--- config.mk ---
export PLATFORM = sky130hd
export DESIGN_NAME = uart_tx_arbiter
export DESIGN_NICKNAME = d
export VERILOG_FILES = /design/src/rtl/uart_pkg.sv /design/src/rtl/uart_baud_gen.sv /design/src/rtl/uart_tx_arbiter.sv
export SDC_FILE = /design/constraint.sdc
export NUM_CORES = 1
export LEC_CHECK = 0
export ABC_AREA = 1
export CAP_MARGIN = 20
export CORE_UTILIZATION = 59
export DETAILED_ROUTE_END_ITERATION = 8
export PLACE_DENSITY = 0.86
export SYNTH_ARGS = -nofsm -noshare
export SYNTH_HDL_FRONTEND = slang
export SYNTH_HIERARCHICAL = 1
export SYNTH_SLANG_ARGS = --single-unit
--- constraint.sdc ---
create_clock -name ref_clk -period 4.1 [get_ports ref_clk]
set_input_delay 0.41 -clock ref_clk [delete_from_list [all_inputs] [get_ports ref_clk]]
set_output_delay 0.41 -clock ref_clk [all_outputs]
set_load 0.005 [all_outputs]
--- src/rtl/uart_pkg.sv ---
// Frame constants and helpers shared by the UART transmit and receive paths.
package uart_pkg;

  localparam int   FRAME_BITS = 12;
  localparam int   STOP_BITS  = 2;
  localparam logic START_BIT  = 1'b0;
  localparam logic IDLE_LEVEL = 1'b1;

  typedef enum logic [1:0] {
    IDLE,
    SHIFT,
    GAP
  } tx_state_t;

  function automatic logic even_parity(input logic [7:0] d);
    return ^d;
  endfunction

endpackage

--- src/rtl/uart_baud_gen.sv ---
// Bit-period counter: counts 0..CLKS_PER_BAUD-1 and ticks on the terminal count.
module uart_baud_gen #(
  parameter int CLKS_PER_BAUD = 15259
) (
  input  logic ref_clk,
  input  logic reset_n,
  input  logic i_restart,
  output logic o_tick
);

  localparam int CNT_W = $clog2(CLKS_PER_BAUD);
  localparam logic [CNT_W-1:0] TC = CNT_W'(CLKS_PER_BAUD - 1);

  logic [CNT_W-1:0] r_cnt;
  logic             w_tc;

  assign w_tc   = (r_cnt == TC);
  assign o_tick = w_tc & ~i_restart;

  // Restart holds the count at zero so the first bit gets a full period.
  always_ff @(posedge ref_clk or negedge reset_n) begin
    if (!reset_n) begin
      r_cnt <= '0;
    end else if (i_restart || w_tc) begin
      r_cnt <= '0;
    end else begin
      r_cnt <= r_cnt + 1'b1;
    end
  end

endmodule

--- src/rtl/uart_tx_arbiter.sv ---
// Shares one UART tx line among N_REQ requesters; 12-bit frames, MSB first.
// Define UART_TX_FIXED_PRIO_EN for fixed lowest-index-wins priority instead of round-robin.
module uart_tx_arbiter
  import uart_pkg::*;
#(
  parameter int N_REQ         = 4,
  parameter int CLKS_PER_BAUD = 15259,
  parameter int GAP_BAUDS     = 1
) (
  input  logic                     ref_clk,
  input  logic                     reset_n,
  input  logic [N_REQ-1:0]         req,
  input  logic [8*N_REQ-1:0]       data,
  output logic [N_REQ-1:0]         ack,
  output logic [$clog2(N_REQ)-1:0] grant_id,
  output logic                     busy,
  output logic                     frame_done,
  output logic                     ser_out
);

  localparam int ID_W = $clog2(N_REQ);
  localparam logic [3:0] BIT_LAST = 4'(FRAME_BITS - 1);
  localparam logic [3:0] GAP_LAST = (GAP_BAUDS > 0) ? 4'(GAP_BAUDS - 1) : 4'd0;

  tx_state_t             r_state, w_state_next;
  logic [FRAME_BITS-1:0] r_shift, w_shift_next;
  logic [3:0]            r_bit_cnt, w_bit_next;
  logic [3:0]            r_gap_cnt, w_gap_next;
  logic [N_REQ-1:0]      r_ack, w_ack_next;
  logic [ID_W-1:0]       r_grant, w_grant_next;
  logic                  r_busy, w_busy_next;
  logic                  r_done, w_done_next;
  logic [ID_W-1:0]       w_win;
  logic                  w_any;
  logic                  w_tick;
  logic [N_REQ-1:0][7:0] w_bytes;
`ifndef UART_TX_FIXED_PRIO_EN
  logic [ID_W-1:0]       r_ptr, w_ptr_next;
`endif

  assign w_bytes    = data;
  assign ack        = r_ack;
  assign grant_id   = r_grant;
  assign busy       = r_busy;
  assign frame_done = r_done;
  assign ser_out    = r_shift[FRAME_BITS-1];

  uart_baud_gen #(
    .CLKS_PER_BAUD(CLKS_PER_BAUD)
  ) u_baud (
    .ref_clk  (ref_clk),
    .reset_n  (reset_n),
    .i_restart(r_state == IDLE),
    .o_tick   (w_tick)
  );

  // Scan from the highest candidate down so the first hit in priority order lands last.
  always_comb begin
    logic [ID_W-1:0] idx;
    w_any = 1'b0;
    w_win = '0;
    idx   = '0;
    for (int k = N_REQ - 1; k >= 0; k--) begin
`ifdef UART_TX_FIXED_PRIO_EN
      idx = ID_W'(k);
`else
      idx = ID_W'((int'(r_ptr) + k) % N_REQ);
`endif
      if (req[idx]) begin
        w_win = idx;
        w_any = 1'b1;
      end
    end
  end

  always_comb begin
    w_state_next = r_state;
    w_shift_next = r_shift;
    w_bit_next   = r_bit_cnt;
    w_gap_next   = r_gap_cnt;
    w_ack_next   = '0;
    w_grant_next = r_grant;
    w_busy_next  = r_busy;
    w_done_next  = 1'b0;
`ifndef UART_TX_FIXED_PRIO_EN
    w_ptr_next   = r_ptr;
`endif
    case (r_state)
      IDLE: begin
        if (w_any) begin
          w_ack_next[w_win] = 1'b1;
          w_grant_next      = w_win;
          w_busy_next       = 1'b1;
          w_shift_next      = {START_BIT, w_bytes[w_win], even_parity(w_bytes[w_win]),
                               {STOP_BITS{IDLE_LEVEL}}};
          w_bit_next        = 4'd0;
          w_state_next      = SHIFT;
`ifndef UART_TX_FIXED_PRIO_EN
          w_ptr_next        = ID_W'((int'(w_win) + 1) % N_REQ);
`endif
        end
      end
      SHIFT: begin
        if (w_tick) begin
          w_shift_next = {r_shift[FRAME_BITS-2:0], IDLE_LEVEL};
          if (r_bit_cnt == BIT_LAST) begin
            w_bit_next  = 4'd0;
            w_done_next = 1'b1;
            if (GAP_BAUDS == 0) begin
              w_state_next = IDLE;
              w_busy_next  = 1'b0;
            end else begin
              w_state_next = GAP;
              w_gap_next   = 4'd0;
            end
          end else begin
            w_bit_next = r_bit_cnt + 4'd1;
          end
        end
      end
      GAP: begin
        if (w_tick) begin
          if (r_gap_cnt == GAP_LAST) begin
            w_state_next = IDLE;
            w_busy_next  = 1'b0;
          end else begin
            w_gap_next = r_gap_cnt + 4'd1;
          end
        end
      end
      default: w_state_next = IDLE;
    endcase
  end

  // Reset forces the line to mark at once; an in-flight frame is simply dropped.
  always_ff @(posedge ref_clk or negedge reset_n) begin
    if (!reset_n) begin
      r_state   <= IDLE;
      r_shift   <= '1;
      r_bit_cnt <= 4'd0;
      r_gap_cnt <= 4'd0;
      r_ack     <= '0;
      r_grant   <= '0;
      r_busy    <= 1'b0;
      r_done    <= 1'b0;
`ifndef UART_TX_FIXED_PRIO_EN
      r_ptr     <= '0;
`endif
    end else begin
      r_state   <= w_state_next;
      r_shift   <= w_shift_next;
      r_bit_cnt <= w_bit_next;
      r_gap_cnt <= w_gap_next;
      r_ack     <= w_ack_next;
      r_grant   <= w_grant_next;
      r_busy    <= w_busy_next;
      r_done    <= w_done_next;
`ifndef UART_TX_FIXED_PRIO_EN
      r_ptr     <= w_ptr_next;
`endif
    end
  end

endmodule

==> results of run 1 <==
-- final timing paths --
| check | start | end | cells after the start |
|---|---|---|---|
| hold reg to reg | r_shift[11] | r_shift[11] | 2 |
| setup reg to reg | u_baud/r_cnt[0] | r_bit_cnt[3] | 15 |
| max in group asynchronous | reset_n | grant_id[1] | 1 |
| setup / recovery | u_baud/r_cnt[0] | r_bit_cnt[3] | 15 |
| hold / removal | reset_n | r_ptr[1] | 1 |
| min in group ref_clk | r_shift[11] | r_shift[11] | 2 |
-- cell usage in the layout (no fill, tap or decap), types with 2 or more instances in the layout --
cell / count
a21oi_1: 18
nand2_2: 5
nand2_4: 2
nor3b_1: 2
dfrtp_1: 34
o22ai_1: 2
o21ai_0: 9
nand3_1: 61
inv_2: 9
nor3_1: 4
nand3b_1: 3
inv_1: 53
nand2_1: 153
dfstp_2: 10
clkdlybuf4s50_1: 45
xnor2_1: 3
clkbuf_8: 5
nor2_1: 39
nand3_2: 4
xor2_1: 5
ha_1: 10
nand4_1: 5
nor2_2: 9
-- area by class of cell --
type	instances	share of cell area [%]
multi-input combinational	342	45.56
sequential	44	30.30
timing repair buffer	46	12.39
inverter	62	6.333
tap	70	2.383
clock buffer	5	1.873
clock inverter	3	1.158
-- state kept, by name, summed over array words and instances, names as in the netlist --
register and flops:
u_baud/r_cnt 14, r_shift 10, ack 4, r_bit_cnt 4, r_gap_cnt 4, grant_id 2, r_ptr 2, r_state 2
busy 1, frame_done 1
-- power breakdown --
part / internal [mW] / leakage (nW) / switching, mW / total, mW
clock network: 0.180 / 0.0541 / 0.149 / 0.329
registers: 0.434 / 0.543 / 0 / 0.434
logic: 0.0674 / 1.23 / 0.0887 / 0.156
-- metal layers --
layer,track usage [%],vias up,share of wire (%)
met5,0,-,0
met3,4.284,8,4.1
met1,32.28,1357,47
met2,43.04,83,47
met4,7.757,0,1.3
li1,-,1531,-
-- metrics by stage --
step / hold WS [ps] / setup slack [ps] / cells / power [mW] / utilization, %
floorplan: 114.4 / 1855 / 462 / 0.5436 / -
global placement: 459.5 / 1066 / 564 / 0.5935 / 69.77
detailed placement: 457.2 / 850.5 / 564 / 0.5985 / 69.77
CTS: 273.0 / 813.0 / 572 / 0.9287 / 71.95
global route: 320.1 / 383.1 / 572 / 0.9714 / 71.95
finish: 239.1 / 806.1 / 572 / 0.9191 / 71.95
-- critical path, stage by stage, from the launching register on --
cell and delay (ps):
dfrtp_1 460, inv_1 90, ha_1 140, nand3_1 70, nor2_1 110, nand3_2 100, nor2_1 250, inv_1 80
nand2_1 80, o21ai_0 80, nor3_1 220, nand3_1 340, nand2_1 480, inv_1 300, o21ai_0 210, nor3b_1 190
-- kinds of logic after synthesis --
logic type               Yosys count  synth area share, %
AND/OR/NAND/NOR                  288                40.77
buffers and inverters             76                10.59
flip-flops                        44                35.71
AO/OA/AOI/OAI                     35                6.341
adder cells (fa/ha/maj)           10                4.013
XOR/XNOR                           8                2.247
multiplexers                       1               0.3210
==> results.md, run 1 <==
* Gr usage total at between 20% and 30%
* CTS Buf Count at 5
* Synthesis Warnings at 6
* Clock Latency Late Sink at 310 ps
* Worst slew margin at a little under two fifths
* Dpl hpwl at slightly below 5000 um
* Post-CTS Setup Bufs at 0
* Post-synth EDFFs at 0
* Worst EP arrival at 3520 ps
* Core area at just over 0.005 mm2
* Cts hold-fix bufs at 0
* Max clock buf depth at 2
* Unrepaired setup endpoints after global routing: false
* Async SR Flop Fraction at between 90% and 100%
* CTS tree: done
* Number of hold violations in the final report at 0
* Layout cells sized above 1 at under 10%
* Vias in the first global route at around 2,600
* Worst-margin pin slew at ~940 ps
* Placed inst area at between 0.003 and 0.004 mm2
* Die area at around 0.0056 mm2
* Root Driver: clkbuf_8
* WP data required at 4330 ps
* Fin. max-slew vios at 0
* Clock-pin slew on the worst setup and hold paths at 80 ps
* HP Class: in -> async
* DR DRC count at 0
* Post-synthesis cell count at between 400 and 500
* Area of the multi-input gates at 0.001674 mm2
* Post-CTS Resized at 0
* Tmin final at roughly 3300 ps
* Routability Congestion at ~0.84
* Period Utilization, post-route at roughly four fifths
* CTS H-tree lvls at 2
* Via count at 2,979
* Top FF cell, synth: dfrtp_1
* Routed WL at around 6400 um
* Largest net degree at the start of global routing at 45
* Yosys top cell by area: dfrtp_1
* Setup CP Type: reg -> reg
* Max VDD drop at 161.5 uV
* Peak Freq at 0.3036 GHz
* Synth top area share at between 20% and 30%
* Nets at between 500 and 600
* DIE HEIGHT at 74.70 um
* Crit end category: register
* Die X at between 70 and 80 um
* Fillers at between 400 and 500
* Outcome: completed
* Post-Syn Area at 0.003118 mm2
* Initial core utilization at roughly three fifths
* Post-synth top cells: 153 x nand2_1, 61 x nand3_1, 53 x inv_1
* Mapped Nets at around 500
* Flop and latch count out of synthesis at 44
* Most common cell in the netlist: nand2_1
* Clk sink count at 44
* Leak at ~1.8 nW
* Final setup fails at 0
* Layout area overhead at 17.86%
* Buffers added on ports at 46
* Flop-to-flop setup slack at ~800 ps
* Cell row count at 26
* First-pass GRT wire length at 10,790 um
* Worst Skew at 7.375 ps
* Initial antenna violation count at 0
* Crit path max fanout at 15
* Sequential element share of the synthesized area at approximately 36%
* GRT Residual Overflow at 0
* FF+latch area at around 0.0011 mm2
* DR vias/cell at ~5.2
* WL per Instance at 11.12 um
* Post-layout instance area at ~0.0037 mm2
* Router iterations before antenna repair at 7
* Avg Inst Size Synth at approximately 6.7 um2
* ANT nets after route at 0
* Final setup TNS at 0 ps
* Antenna diode count at 0
* Pwr dens at 250.1 mW/mm2
* Startpoint Class: register
* Synth area leaders: dfrtp_1 27%, nand2_1 18%, nand3_1 9.8%, dfstp_2 8.4%, inv_1 6.4%
* MaxCap Viol Count at 0
* Top Ports at 47
* Initial detailed-routing violation count at 220
* Synth cell types at 33
Power figures use the tool's default switching activity.
==> run 2, diff against run 1 <==
--- a/config.mk
+++ b/config.mk
@@ -7,9 +7,9 @@
 export LEC_CHECK = 0
 export ABC_AREA = 1
 export CAP_MARGIN = 20
-export CORE_UTILIZATION = 59
+export CORE_UTILIZATION = 49
 export DETAILED_ROUTE_END_ITERATION = 8
-export PLACE_DENSITY = 0.86
+export PLACE_DENSITY = 0.76
 export SYNTH_ARGS = -nofsm -noshare
 export SYNTH_HDL_FRONTEND = slang
 export SYNTH_HIERARCHICAL = 1
==> constraint.sdc (replaced) <==
create_clock -name ref_clk -period 2.7 [get_ports ref_clk]
set_input_delay 0.27 -clock ref_clk [delete_from_list [all_inputs] [get_ports ref_clk]]
set_output_delay 0.27 -clock ref_clk [all_outputs]
set_load 0.005 [all_outputs]
==> run 2 against run 1 <==
  * Worst hold slack worse by 130 ps
  * Non-clock buffer count up 10
  * Design area up 3.1%
  * Worst setup slack worse by 500 ps
  * Global-route usage down 3.4 points
  * Critical endpoint is now r_shift[2]
  * Largest cell class unchanged
==> results.md, run 2 (same netlist as run 1, synthesis figures left out) <==
* Top Ports at 47
* Clock Latency Late Sink at approximately 300 ps
* Period Utilization, post-route at 88.62%
* Setup CP Type: reg -> reg
* Initial antenna violation count at 0
* Worst Skew at slightly above 5 ps
* Initial core utilization at between 50% and 60%
* Largest register FFs at 14
* Crit path max fanout at 15
* Net switching power at 0.3579 mW
* Area of the multi-input gates at about 0.0017 mm2
* P_int at 1.066 mW
* Setup WS pre-CTS at around 190 ps
* DR DRC count at 0
* DR vias/cell at slightly below 5
* Final setup fails at 0
* Die area at 0.006686 mm2
* Initial detailed-routing violation count at approximately 110
* Nets at 559
* Final setup TNS at 0 ps
* CP peak stage delay at between 400 and 500 ps
* Max clock buf depth at 2
* Largest net degree at the start of global routing at 45
* FF+latch area at roughly 0.0011 mm2
* Buffers added on ports at 46
* Top reg by flops: u_baud/r_cnt
* WP data required at approximately 2900 ps
* Largest registers: u_baud/r_cnt (14), r_shift (10)
* CTS tree: done
* Final WS setup at 307.3 ps
* Layout area overhead at 21.55%
* Startpoint Class: register
* Clock-pin slew on the worst setup and hold paths at 80 ps
* ANT nets after route at 0
* Router iterations before antenna repair at 4
* Die X at slightly above 80 um
* Tmin final at between 2000 and 2500 ps
* WL per Instance at between 10 and 15 um
* Seq pwr share at a little under half
* Combinational power share at between 10% and 20%
* CTS H-tree lvls at 2
* Critical-path cell with the highest stage delay: dfrtp_1
* Vias in the first global route at about 2,600
* Crit end category: register
* Routability Congestion at ~0.87
* Core area at roughly 0.006 mm2
* Cell mode on critical path: nand2_1
* Sw Ratio at about a quarter
* Placed inst area at ~0.0036 mm2
* Worst-margin pin slew at about 940 ps
* Worst EP arrival at about 2600 ps
* Worst path cell trace: inv_1 > nand2_1 > nand2_1 > nand2_1 > nand2_2 > nor2_1 > nor2_1 > nand2_2 > buf_4 > nand3_1 > nand3_1 > nand2_1 > inv_2 > nand2_1 > nand2_1 > nand2_1 > nand2_1 > nand2_1 > nand3_1 > nand2_1 > inv_1
* Post-layout instance area at 0.003790 mm2
* Most frequent cells in the layout: 153 x nand2_1, 61 x nand3_1, 53 x inv_1
* Fillers at between 500 and 600
* Dpl hpwl at just over 5000 um
* Worst hold slack at between 100 and 150 ps
* Clock share of power at 36.4%
* Antenna diode count at 0
* Via count at between 2,000 and 3,000
* Pwr dens at roughly 380 mW/mm2
* Crit path max-delay family: simple AND/OR/NAND/NOR gates
* Cell row count at 28
* Cts hold-fix bufs at 0
* CTS Buf Count at 5
* Leak at ~1.9 nW
* Fin. max-slew vios at 0
* Outcome: completed
* Max VDD drop at 406.7 uV
* Routed WL at 6510 um
* Worst slew margin at a little under two fifths
* Buf/Inv on CP at 4
* First-pass GRT wire length at 11,400 um
* Number of hold violations in the final report at 0
* Clk sink count at 44
* DIE HEIGHT at slightly above 80 um
* Peak Freq at approximately 0.42 GHz
* Gr usage total at between 20% and 30%
* HP Class: in -> async
* MaxCap Viol Count at 0
* Root Driver: clkbuf_8
* GRT Residual Overflow at 0
* Fin util at a little over three fifths
* Commonest non-fill, non-tap cell in the layout: nand2_1
* Layout cells sized above 1 at 12.11%
run 2: cell count changes in the layout (fill, tap and decap cells not counted):
cell / previous run / this run
nor2_1: 39 / 38
clkbuf_8: 5 / 6
buf_12: 0 / 1
clkinv_1: 0 / 1
clkinvlp_4: 1 / 0
inv_4: 0 / 1
nor2_2: 9 / 10
nand2_4: 2 / 1
clkinv_2: 1 / 0
buf_4: 0 / 9
dfrtp_1: 34 / 32
inv_2: 9 / 8
nand2_8: 0 / 1
dfrtp_2: 0 / 2
run 2: worst paths after layout:
kind	from	cells past startpoint	slack (ps)	end
max in group asynchronous	reset_n	1	1950	u_baud/r_cnt[1]
min reg2reg	r_shift[11]	2	470	r_shift[11]
max reg2reg	r_ptr[1]	21	310	r_shift[2]
min in group ref_clk	r_shift[11]	2	470	r_shift[11]
min	reset_n	1	110	u_baud/r_cnt[8]
max	r_ptr[1]	21	310	r_shift[2]
run 2: power groups by stage:
stage	clock network (mW)	registers, mW	logic (mW)
detailed placement	0	0.672	0.242
floorplan	0	0.672	0.154
finish	0.519	0.659	0.246
CTS	0.531	0.659	0.242
global placement	0	0.672	0.239
global route	0.557	0.659	0.282
run 2: metrics by stage:
step,power (mW),std cells
global placement,0.9103,576
global route,1.499,587
floorplan,0.8254,462
detailed placement,0.9132,576
CTS,1.432,584
finish,1.424,587
run 2: layout make-up:
class                           count  area share [%]
Sequential cell                    44           29.45
Tap cell                           75           2.476
Clock inverter                      2          0.8914
Inverter                           62           6.207
Multi-Input combinational cell    342           44.47
Timing Repair Buffer               56           14.33
Clock buffer                        6           2.179
run 2: worst reg2reg max path, cell delays in order (launching register included):
cell     delay (ps)
dfrtp_1         450
inv_1           170
nand2_1          70
nand2_1          70
nand2_1          80
nand2_2         110
nor2_1           50
nor2_1          120
nand2_2         170
buf_4           230
nand3_1          80
nand3_1          70
nand2_1         140
inv_2            60
nand2_1          50
nand2_1          60
nand2_1          80
nand2_1          50
nand2_1          50
nand3_1          70
nand2_1          60
inv_1            30
run 2: repair_timing:
item | 4_1_cts | 5_1_grt
gates resized for setup | 0 | 5
buffers inserted | 0 | 3
setup endpoints to repair | 0 | 2
run 2: per-layer routing:
layer | global-route usage [%] | wire (um)
met1 | 28.02 | 3156
met2 | 36.61 | 2962
met3 | 3.000 | 265
met4 | 7.544 | 125
met5 | 0 | 0
